**config.mk**
```make
export PLATFORM = sky130hd
export DESIGN_NAME = i2c_eeprom_master_flat
export DESIGN_NICKNAME = d
export VERILOG_FILES = /design/src/rtl/i2c_eeprom_master_if.sv /design/src/rtl/i2c_eeprom_master.sv /design/src/flat_wrapper.sv
export SDC_FILE = /design/constraint.sdc
export NUM_CORES = 1
export LEC_CHECK = 0
export BUFFER_PORTS_ARGS = -buffer_cell sky130_fd_sc_hd__buf_2
export CAP_MARGIN = 20
export CELL_PAD_IN_SITES_DETAIL_PLACEMENT = 1
export CELL_PAD_IN_SITES_GLOBAL_PLACEMENT = 2
export CORE_MARGIN = 1.5
export CORE_UTILIZATION = 30
export CTS_BUF_LIST = sky130_fd_sc_hd__clkbuf_8
export DETAILED_ROUTE_END_ITERATION = 10
export PLACE_DENSITY = 0.78
export SYNTH_ARGS = -nofsm -noshare
export SYNTH_HDL_FRONTEND = slang
export SYNTH_SLANG_ARGS = --single-unit
```
**constraint.sdc**
```tcl
create_clock -name clk_i -period 1.9 [get_ports clk_i]
set_input_delay 0.095 -clock clk_i [delete_from_list [all_inputs] [get_ports clk_i]]
set_output_delay 0.095 -clock clk_i [all_outputs]
set_load 0.03 [all_outputs]
```
**src/rtl/i2c_eeprom_master_if.sv**
```systemverilog
// Bundle of the Wishbone slave port and the byte-controller command port
// of i2c_eeprom_master.
//   slave  : view used by the bridge (Wishbone slave, byte-controller driver)
//   master : view used by the environment (Wishbone master + byte controller)
interface i2c_eeprom_master_if;
  // Wishbone side
  logic [7:0] wb_adr_i;
  logic [7:0] wb_dat_i;
  logic       wb_we_i;
  logic       wb_cyc_i;
  logic       wb_stb_i;
  logic [7:0] wb_dat_o;
  logic       wb_ack_o;
  logic       wb_err_o;
  // Byte-controller command side
  logic       bc_start;
  logic       bc_stop;
  logic       bc_read;
  logic       bc_write;
  logic       bc_ack_in;
  logic [7:0] bc_din;
  logic       bc_cmd_ack;
  logic       bc_ack_out;
  logic [7:0] bc_dout;
  logic       bc_al;

  modport slave (
    input  wb_adr_i, wb_dat_i, wb_we_i, wb_cyc_i, wb_stb_i,
    input  bc_cmd_ack, bc_ack_out, bc_dout, bc_al,
    output wb_dat_o, wb_ack_o, wb_err_o,
    output bc_start, bc_stop, bc_read, bc_write, bc_ack_in, bc_din
  );

  modport master (
    output wb_adr_i, wb_dat_i, wb_we_i, wb_cyc_i, wb_stb_i,
    output bc_cmd_ack, bc_ack_out, bc_dout, bc_al,
    input  wb_dat_o, wb_ack_o, wb_err_o,
    input  bc_start, bc_stop, bc_read, bc_write, bc_ack_in, bc_din
  );
endinterface

```
**src/rtl/i2c_eeprom_master.sv**
```systemverilog
// Wishbone-slave to I2C-master bridge for an EEPROM-style memory.
// Turns single 8-bit Wishbone reads/writes into I2C byte-write and
// random-read (repeated START) sequences on an i2c_master_byte_ctrl.
// Ports:
//   clk_i - system clock
//   rst_i - synchronous active-high reset
//   bus   - Wishbone slave signals and byte-controller command signals
module i2c_eeprom_master #(
  parameter logic [6:0]  DEV_ADDR  = 7'h50,
  parameter int unsigned TIMEOUT_W = 16
) (
  input logic                clk_i,
  input logic                rst_i,
  i2c_eeprom_master_if.slave bus
);

  typedef enum logic [2:0] {
    IDLE, DEVW, MADR, DATW, RSTRT, RDAT, STOPERR, DONE
  } state_t;

  typedef struct packed {
    logic       start;
    logic       stop;
    logic       read;
    logic       write;
    logic       ack_in;
    logic [7:0] din;
  } cmd_t;

  localparam cmd_t CMD_NONE = '0;
  // Value one below all-ones: the increment that would reach all-ones fires the timeout.
  localparam logic [TIMEOUT_W-1:0] WDOG_LAST = ~(TIMEOUT_W'(1));

  state_t               state;
  cmd_t                 cmd_q;
  logic                 cmd_active;
  logic [TIMEOUT_W-1:0] wdog;
  logic [7:0]           adr_q;
  logic [7:0]           dat_q;
  logic                 we_q;
  logic                 dropped;
  logic                 ack_q;
  logic                 err_q;
  logic [7:0]           rdat_q;
  logic                 respond_c;

  // Command word issued in each command state.
  function automatic cmd_t cmd_for(input state_t s, input logic [7:0] adr, input logic [7:0] dat);
    cmd_t c;
    c = CMD_NONE;
    case (s)
      DEVW:    begin c.start = 1'b1; c.write = 1'b1; c.din = {DEV_ADDR, 1'b0}; end
      MADR:    begin c.write = 1'b1; c.din = adr; end
      DATW:    begin c.write = 1'b1; c.stop = 1'b1; c.din = dat; end
      RSTRT:   begin c.start = 1'b1; c.write = 1'b1; c.din = {DEV_ADDR, 1'b1}; end
      RDAT:    begin c.read = 1'b1; c.stop = 1'b1; c.ack_in = 1'b1; end
      STOPERR: begin c.stop = 1'b1; end
      default: c = CMD_NONE;
    endcase
    return c;
  endfunction

  // Ack/err only goes back to a master that is still in the same cycle.
  assign respond_c = bus.wb_cyc_i & bus.wb_stb_i & ~dropped;

  // Transaction sequencer. Commands are held until cmd_ack; a command state
  // entered via cmd_ack first spends one cycle with all command bits low.
  always_ff @(posedge clk_i) begin
    if (rst_i) begin
      state      <= IDLE;
      cmd_q      <= CMD_NONE;
      cmd_active <= 1'b0;
      wdog       <= '0;
      adr_q      <= '0;
      dat_q      <= '0;
      we_q       <= 1'b0;
      dropped    <= 1'b0;
      ack_q      <= 1'b0;
      err_q      <= 1'b0;
      rdat_q     <= '0;
    end else begin
      ack_q <= 1'b0;
      err_q <= 1'b0;
      if (!bus.wb_cyc_i) dropped <= 1'b1;

      unique case (state)
        IDLE: begin
          if (bus.wb_cyc_i && bus.wb_stb_i) begin
            adr_q      <= bus.wb_adr_i;
            dat_q      <= bus.wb_dat_i;
            we_q       <= bus.wb_we_i;
            dropped    <= 1'b0;
            state      <= DEVW;
            cmd_q      <= cmd_for(DEVW, bus.wb_adr_i, bus.wb_dat_i);
            cmd_active <= 1'b1;
            wdog       <= '0;
          end
        end

        DONE: state <= IDLE;

        default: begin
          if (bus.bc_al) begin
            // Lost the bus: drop everything, no STOP.
            cmd_q      <= CMD_NONE;
            cmd_active <= 1'b0;
            state      <= DONE;
            err_q      <= respond_c;
          end else if (!cmd_active) begin
            cmd_q      <= cmd_for(state, adr_q, dat_q);
            cmd_active <= 1'b1;
          end else if (bus.bc_cmd_ack) begin
            cmd_q      <= CMD_NONE;
            cmd_active <= 1'b0;
            wdog       <= '0;
            case (state)
              DEVW:  state <= bus.bc_ack_out ? STOPERR : MADR;
              MADR:  state <= bus.bc_ack_out ? STOPERR : (we_q ? DATW : RSTRT);
              RSTRT: state <= bus.bc_ack_out ? STOPERR : RDAT;
              DATW: begin
                state <= DONE;
                ack_q <= respond_c & ~bus.bc_ack_out;
                err_q <= respond_c & bus.bc_ack_out;
              end
              RDAT: begin
                rdat_q <= bus.bc_dout;
                state  <= DONE;
                ack_q  <= respond_c;
              end
              STOPERR: begin
                state <= DONE;
                err_q <= respond_c;
              end
              default: state <= IDLE;
            endcase
          end else if (wdog == WDOG_LAST) begin
            cmd_q      <= CMD_NONE;
            cmd_active <= 1'b0;
            state      <= DONE;
            err_q      <= respond_c;
          end else begin
            wdog <= wdog + TIMEOUT_W'(1);
          end
        end
      endcase
    end
  end

  assign bus.wb_dat_o  = rdat_q;
  assign bus.wb_ack_o  = ack_q;
  assign bus.wb_err_o  = err_q;
  assign bus.bc_start  = cmd_q.start;
  assign bus.bc_stop   = cmd_q.stop;
  assign bus.bc_read   = cmd_q.read;
  assign bus.bc_write  = cmd_q.write;
  assign bus.bc_ack_in = cmd_q.ack_in;
  assign bus.bc_din    = cmd_q.din;

endmodule

```
**src/flat_wrapper.sv**
```systemverilog
// flat-port wrapper written by rule: the top's interface ports become plain ports
module i2c_eeprom_master_flat 
#(
  parameter logic [6:0]  DEV_ADDR  = 7'h50,
  parameter int unsigned TIMEOUT_W = 16
)
  (clk_i, rst_i, bus_wb_adr_i, bus_wb_dat_i, bus_wb_we_i, bus_wb_cyc_i, bus_wb_stb_i, bus_bc_cmd_ack, bus_bc_ack_out, bus_bc_dout, bus_bc_al, bus_wb_dat_o, bus_wb_ack_o, bus_wb_err_o, bus_bc_start, bus_bc_stop, bus_bc_read, bus_bc_write, bus_bc_ack_in, bus_bc_din);
  i2c_eeprom_master_if bus_i ();
  input logic clk_i;
  input logic rst_i;
  input wire logic [$bits(bus_i.wb_adr_i)-1:0] bus_wb_adr_i;
  input wire logic [$bits(bus_i.wb_dat_i)-1:0] bus_wb_dat_i;
  input wire logic [$bits(bus_i.wb_we_i)-1:0] bus_wb_we_i;
  input wire logic [$bits(bus_i.wb_cyc_i)-1:0] bus_wb_cyc_i;
  input wire logic [$bits(bus_i.wb_stb_i)-1:0] bus_wb_stb_i;
  input wire logic [$bits(bus_i.bc_cmd_ack)-1:0] bus_bc_cmd_ack;
  input wire logic [$bits(bus_i.bc_ack_out)-1:0] bus_bc_ack_out;
  input wire logic [$bits(bus_i.bc_dout)-1:0] bus_bc_dout;
  input wire logic [$bits(bus_i.bc_al)-1:0] bus_bc_al;
  output wire logic [$bits(bus_i.wb_dat_o)-1:0] bus_wb_dat_o;
  output wire logic [$bits(bus_i.wb_ack_o)-1:0] bus_wb_ack_o;
  output wire logic [$bits(bus_i.wb_err_o)-1:0] bus_wb_err_o;
  output wire logic [$bits(bus_i.bc_start)-1:0] bus_bc_start;
  output wire logic [$bits(bus_i.bc_stop)-1:0] bus_bc_stop;
  output wire logic [$bits(bus_i.bc_read)-1:0] bus_bc_read;
  output wire logic [$bits(bus_i.bc_write)-1:0] bus_bc_write;
  output wire logic [$bits(bus_i.bc_ack_in)-1:0] bus_bc_ack_in;
  output wire logic [$bits(bus_i.bc_din)-1:0] bus_bc_din;
  assign bus_i.wb_adr_i = bus_wb_adr_i;
  assign bus_i.wb_dat_i = bus_wb_dat_i;
  assign bus_i.wb_we_i = bus_wb_we_i;
  assign bus_i.wb_cyc_i = bus_wb_cyc_i;
  assign bus_i.wb_stb_i = bus_wb_stb_i;
  assign bus_i.bc_cmd_ack = bus_bc_cmd_ack;
  assign bus_i.bc_ack_out = bus_bc_ack_out;
  assign bus_i.bc_dout = bus_bc_dout;
  assign bus_i.bc_al = bus_bc_al;
  assign bus_wb_dat_o = bus_i.wb_dat_o;
  assign bus_wb_ack_o = bus_i.wb_ack_o;
  assign bus_wb_err_o = bus_i.wb_err_o;
  assign bus_bc_start = bus_i.bc_start;
  assign bus_bc_stop = bus_i.bc_stop;
  assign bus_bc_read = bus_i.bc_read;
  assign bus_bc_write = bus_i.bc_write;
  assign bus_bc_ack_in = bus_i.bc_ack_in;
  assign bus_bc_din = bus_i.bc_din;
  i2c_eeprom_master #(.DEV_ADDR(DEV_ADDR), .TIMEOUT_W(TIMEOUT_W)) u_core (.clk_i(clk_i), .rst_i(rst_i), .bus(bus_i));
endmodule
```
==> metrics <==
fraction of registers with async set/reset=0%; Max Cap Viol=0; nets=a little under 500; H-tree lvl count=3; Tot GR Track Use=around a fifth; min-delay worst type=in -> reg; GPL Wtd Cong=roughly 0.80; CP max stage delay=approximately 0.35 ns; Num CTS Buffers=9; Fill cells=about 1100; via count=between 3000 and 4000; layout cells sized above 1=between 30% and 40%; ys flop type=dfxtp_1; # DRC=0; diode count=0; initial antenna violation count=0; TNS Setup=-0.0926 ns; status=finished with violations; Placed Cells=approximately 530; antenna viol nets, final=0; max-slew violation count=0; Hold Fails Final Rpt=1; sequential area share after synthesis=a little over two fifths; mean routed wirelength per cell=~16 microns; mapped cell area=~0.0028 sq mm; Post-synth EDFFs=0; vias in the first global route=between 3000 and 4000; GRT met1 Usage=23.6%; drt total wl=slightly above 9 mm; commonest non-fill, non-tap cell in the layout=dfxtp_1; count of state elements after synthesis=60; worst vdd ir=~0.4 mV; Clk pwr share=approximately 28%; worst-path cell chain=inv_2 > ha_4 > nand4_1 > buf_4 > nor4_4 > buf_4 > nor4_4 > buf_6 > nand3_1 > o31ai_2; Layout Skew=around 0.019 ns; Initial Util=30.7%; Synth Area per Inst=slightly above 8 sq um; CTS tree=done; met3 usage=under 10%; switching part of the total=38.7%; FP Rows=35; worst path bufs/invs=4; worst hold slack=-0.000148 ns; Power Density=1170 mW/mm^2; # clock sinks=60; final std cells w/o fill=roughly 580; RSZ-0062 raised after global routing=true; drt initial violations=96; sw power=roughly 1800 uW; I/O Buffers=54; most frequent cells in the layout=dfxtp_1 (56), buf_2 (54), nand2_1 (53), buf_4 (40), a21oi_1 (39); Max FO, Critical Path=6; detailed placer's ending HPWL=approximately 6 mm; maximum clock path buffer count=2; sequential share of power=31.1%; Slew @ Worst Pin=roughly 0.47 ns; CP Data Required Time=2.16 ns; failing checks=negative hold slack, negative setup slack; leakage power=~0.0016 uW; Gate power share=between 40% and 50%; Top delay family on crit path=simple AND/OR/NAND/NOR gates; detailed-router iteration count before antenna repair=4; chip width=100 microns; clock insertion delay at the later pin of the skew report=~0.36 ns; post-route clock period utilization=103%; pin count of the biggest net entering global routing=33; Post-Synthesis Cells=347; setup violators final=2; FMAX=509 MHz; global-route wire length before repair=roughly 15 mm; Synth-to-Final Area Change=43.8%; final worst path period need=roughly 2.0 ns; Cell variety after synth=between 50 and 60; busiest metal layer after global routing=met2; Yosys Warn Count=0; Setup CP Type=reg -> reg; Synthesized Nets=about 380; Worst setup EP type=register; IO Pins=55; element type at the critical path start=register; Vias/cell=roughly 5.2; slowest CP cell=dfxtp_2; Core Footprint=a little over 0.009 sq mm; root cell of the clock tree=clkbuf_8; met2 usage=approximately a third; die area=~0.01 sq mm; grt ovf=0; clk slew on worst S/H paths=~0.090 ns; Rel. slew slack=about 69%; Internal=just under 3000 uW; final core occ=roughly 44%; Die Span Y=100 microns; Worst Path Arrival=~2.2 ns; Worst Slack Setup Final=-0.0632 ns
[power groups by stage]
stage	combinational [uW]	sequential, uW	clock, uW
global placement	1790	1500	0
finish	1940	1480	1340
floorplan	1030	1570	0
global route	2140	1500	1420
detailed placement	1810	1500	0
CTS	1910	1470	1340
[metrics by stage]
| stage | hold slack, ns | total power, uW | instance area, sq um | setup WS (ns) |
|---|---|---|---|---|
| 2_1_floorplan | 0.231 | 2600 | 2830 | 0.111 |
| 3_3_place_gp | 0.333 | 3280 | 3440 | 0.0544 |
| 3_5_place_dp | 0.342 | 3320 | 3440 | -0.0323 |
| 4_1_cts | 0.00431 | 4720 | 3970 | -0.0116 |
| 5_1_grt | 0.0201 | 5060 | 4070 | -0.162 |
| 6_report | -0.000148 | 4760 | 4070 | -0.0632 |
[sequential cells by signal (all words and copies together), names as in the netlist, 3 cells and up]
name                 flops
u_core.bus.bc_din        8
u_core.state             3
u_core.wdog             16
u_core.adr_q             8
u_core.dat_q             8
u_core.bus.wb_dat_o      8
[area by class of cell]
type	instances	area, sq um	area share, %
tap	111	139	3.42
clock buffer	9	124	3.05
sequential	60	1210	29.7
inverter	10	37.5	0.923
timing repair buffer	122	865	21.3
multi-input combinational	257	1600	39.2
clock inverter	7	98.8	2.43
[synthesized netlist by cell type, types with 2 or more instances]
| master | count | area, sq um |
|---|---|---|
| and3_1 | 7 | 43.8 |
| clkbuf_1 | 14 | 52.6 |
| or4_1 | 2 | 15.0 |
| inv_1 | 10 | 37.5 |
| a221oi_1 | 2 | 17.5 |
| mux2_2 | 5 | 56.3 |
| or3_1 | 3 | 18.8 |
| o22ai_1 | 3 | 18.8 |
| mux2i_1 | 11 | 110 |
| nor2_1 | 36 | 135 |
| nand2b_1 | 6 | 37.5 |
| a22oi_1 | 7 | 52.6 |
| a311oi_1 | 9 | 78.8 |
| nor2b_1 | 2 | 12.5 |
| nor4_1 | 3 | 18.8 |
| buf_2 | 3 | 15.0 |
| nand2_1 | 53 | 199 |
| nand4_1 | 3 | 18.8 |
| o21ai_0 | 13 | 65.1 |
| a31oi_1 | 4 | 25.0 |
| a21oi_1 | 41 | 205 |
| buf_1 | 2 | 7.51 |
| o211ai_1 | 3 | 22.5 |
| nor3_1 | 6 | 30.0 |
| dfxtp_1 | 60 | 1200 |
| nand3_1 | 7 | 35.0 |
| a211oi_1 | 2 | 15.0 |
| ha_1 | 2 | 25.0 |
| a41oi_1 | 4 | 35.0 |
| o31ai_1 | 3 | 22.5 |
[cells by family after synthesis]
logic type               share of synthesized area [%]
AND/OR/NAND/NOR                                   22.4
AO/OA/AOI/OAI                                     23.5
flip-flops                                        42.5
buffers and inverters                             4.25
multiplexers                                      5.88
adder cells (fa/ha/maj)                           1.24
XOR/XNOR                                         0.310
[path summary, 6_finish.rpt]
check / from / to / slack, ns / depth (start not counted)
setup / recovery: u_core.wdog[0] / u_core.wdog[13] / -0.06 / 10
hold / removal: bus_wb_dat_i[0] / u_core.dat_q[0] / -0.0001 / 3
setup reg to reg: u_core.wdog[0] / u_core.wdog[13] / -0.06 / 10
hold reg to reg: u_core.wdog[9] / u_core.wdog[9] / 0.44 / 1
[repair_timing]
item / 4_1_cts / 5_1_grt
pin swaps: 6 / 6
buffers inserted: 4 / 3
cloned: 0 / 1
hold buffers: 24 / 0
endpoints found under the setup margin: 15 / 21
hold endpoints to repair: 24 / 0
resized for setup: 8 / 20
[metal layers]
layer	vias up	part of all wire, %
met4	0	1.8
met2	49	51
met5	-	0
met3	15	2.6
met1	1452	45
li1	1485	-
[worst register-to-register path, delay by kind of cell (launching register included)]
family,cells,cell delay (ns)
AOI/OAI and AO/OA,1,0.26
and+or+nand+nor,4,0.57
buffers and inverters,4,0.54
adders and majority gates,1,0.15
DFF,1,0.35
No activity file was read; power rests on OpenSTA's default activity.
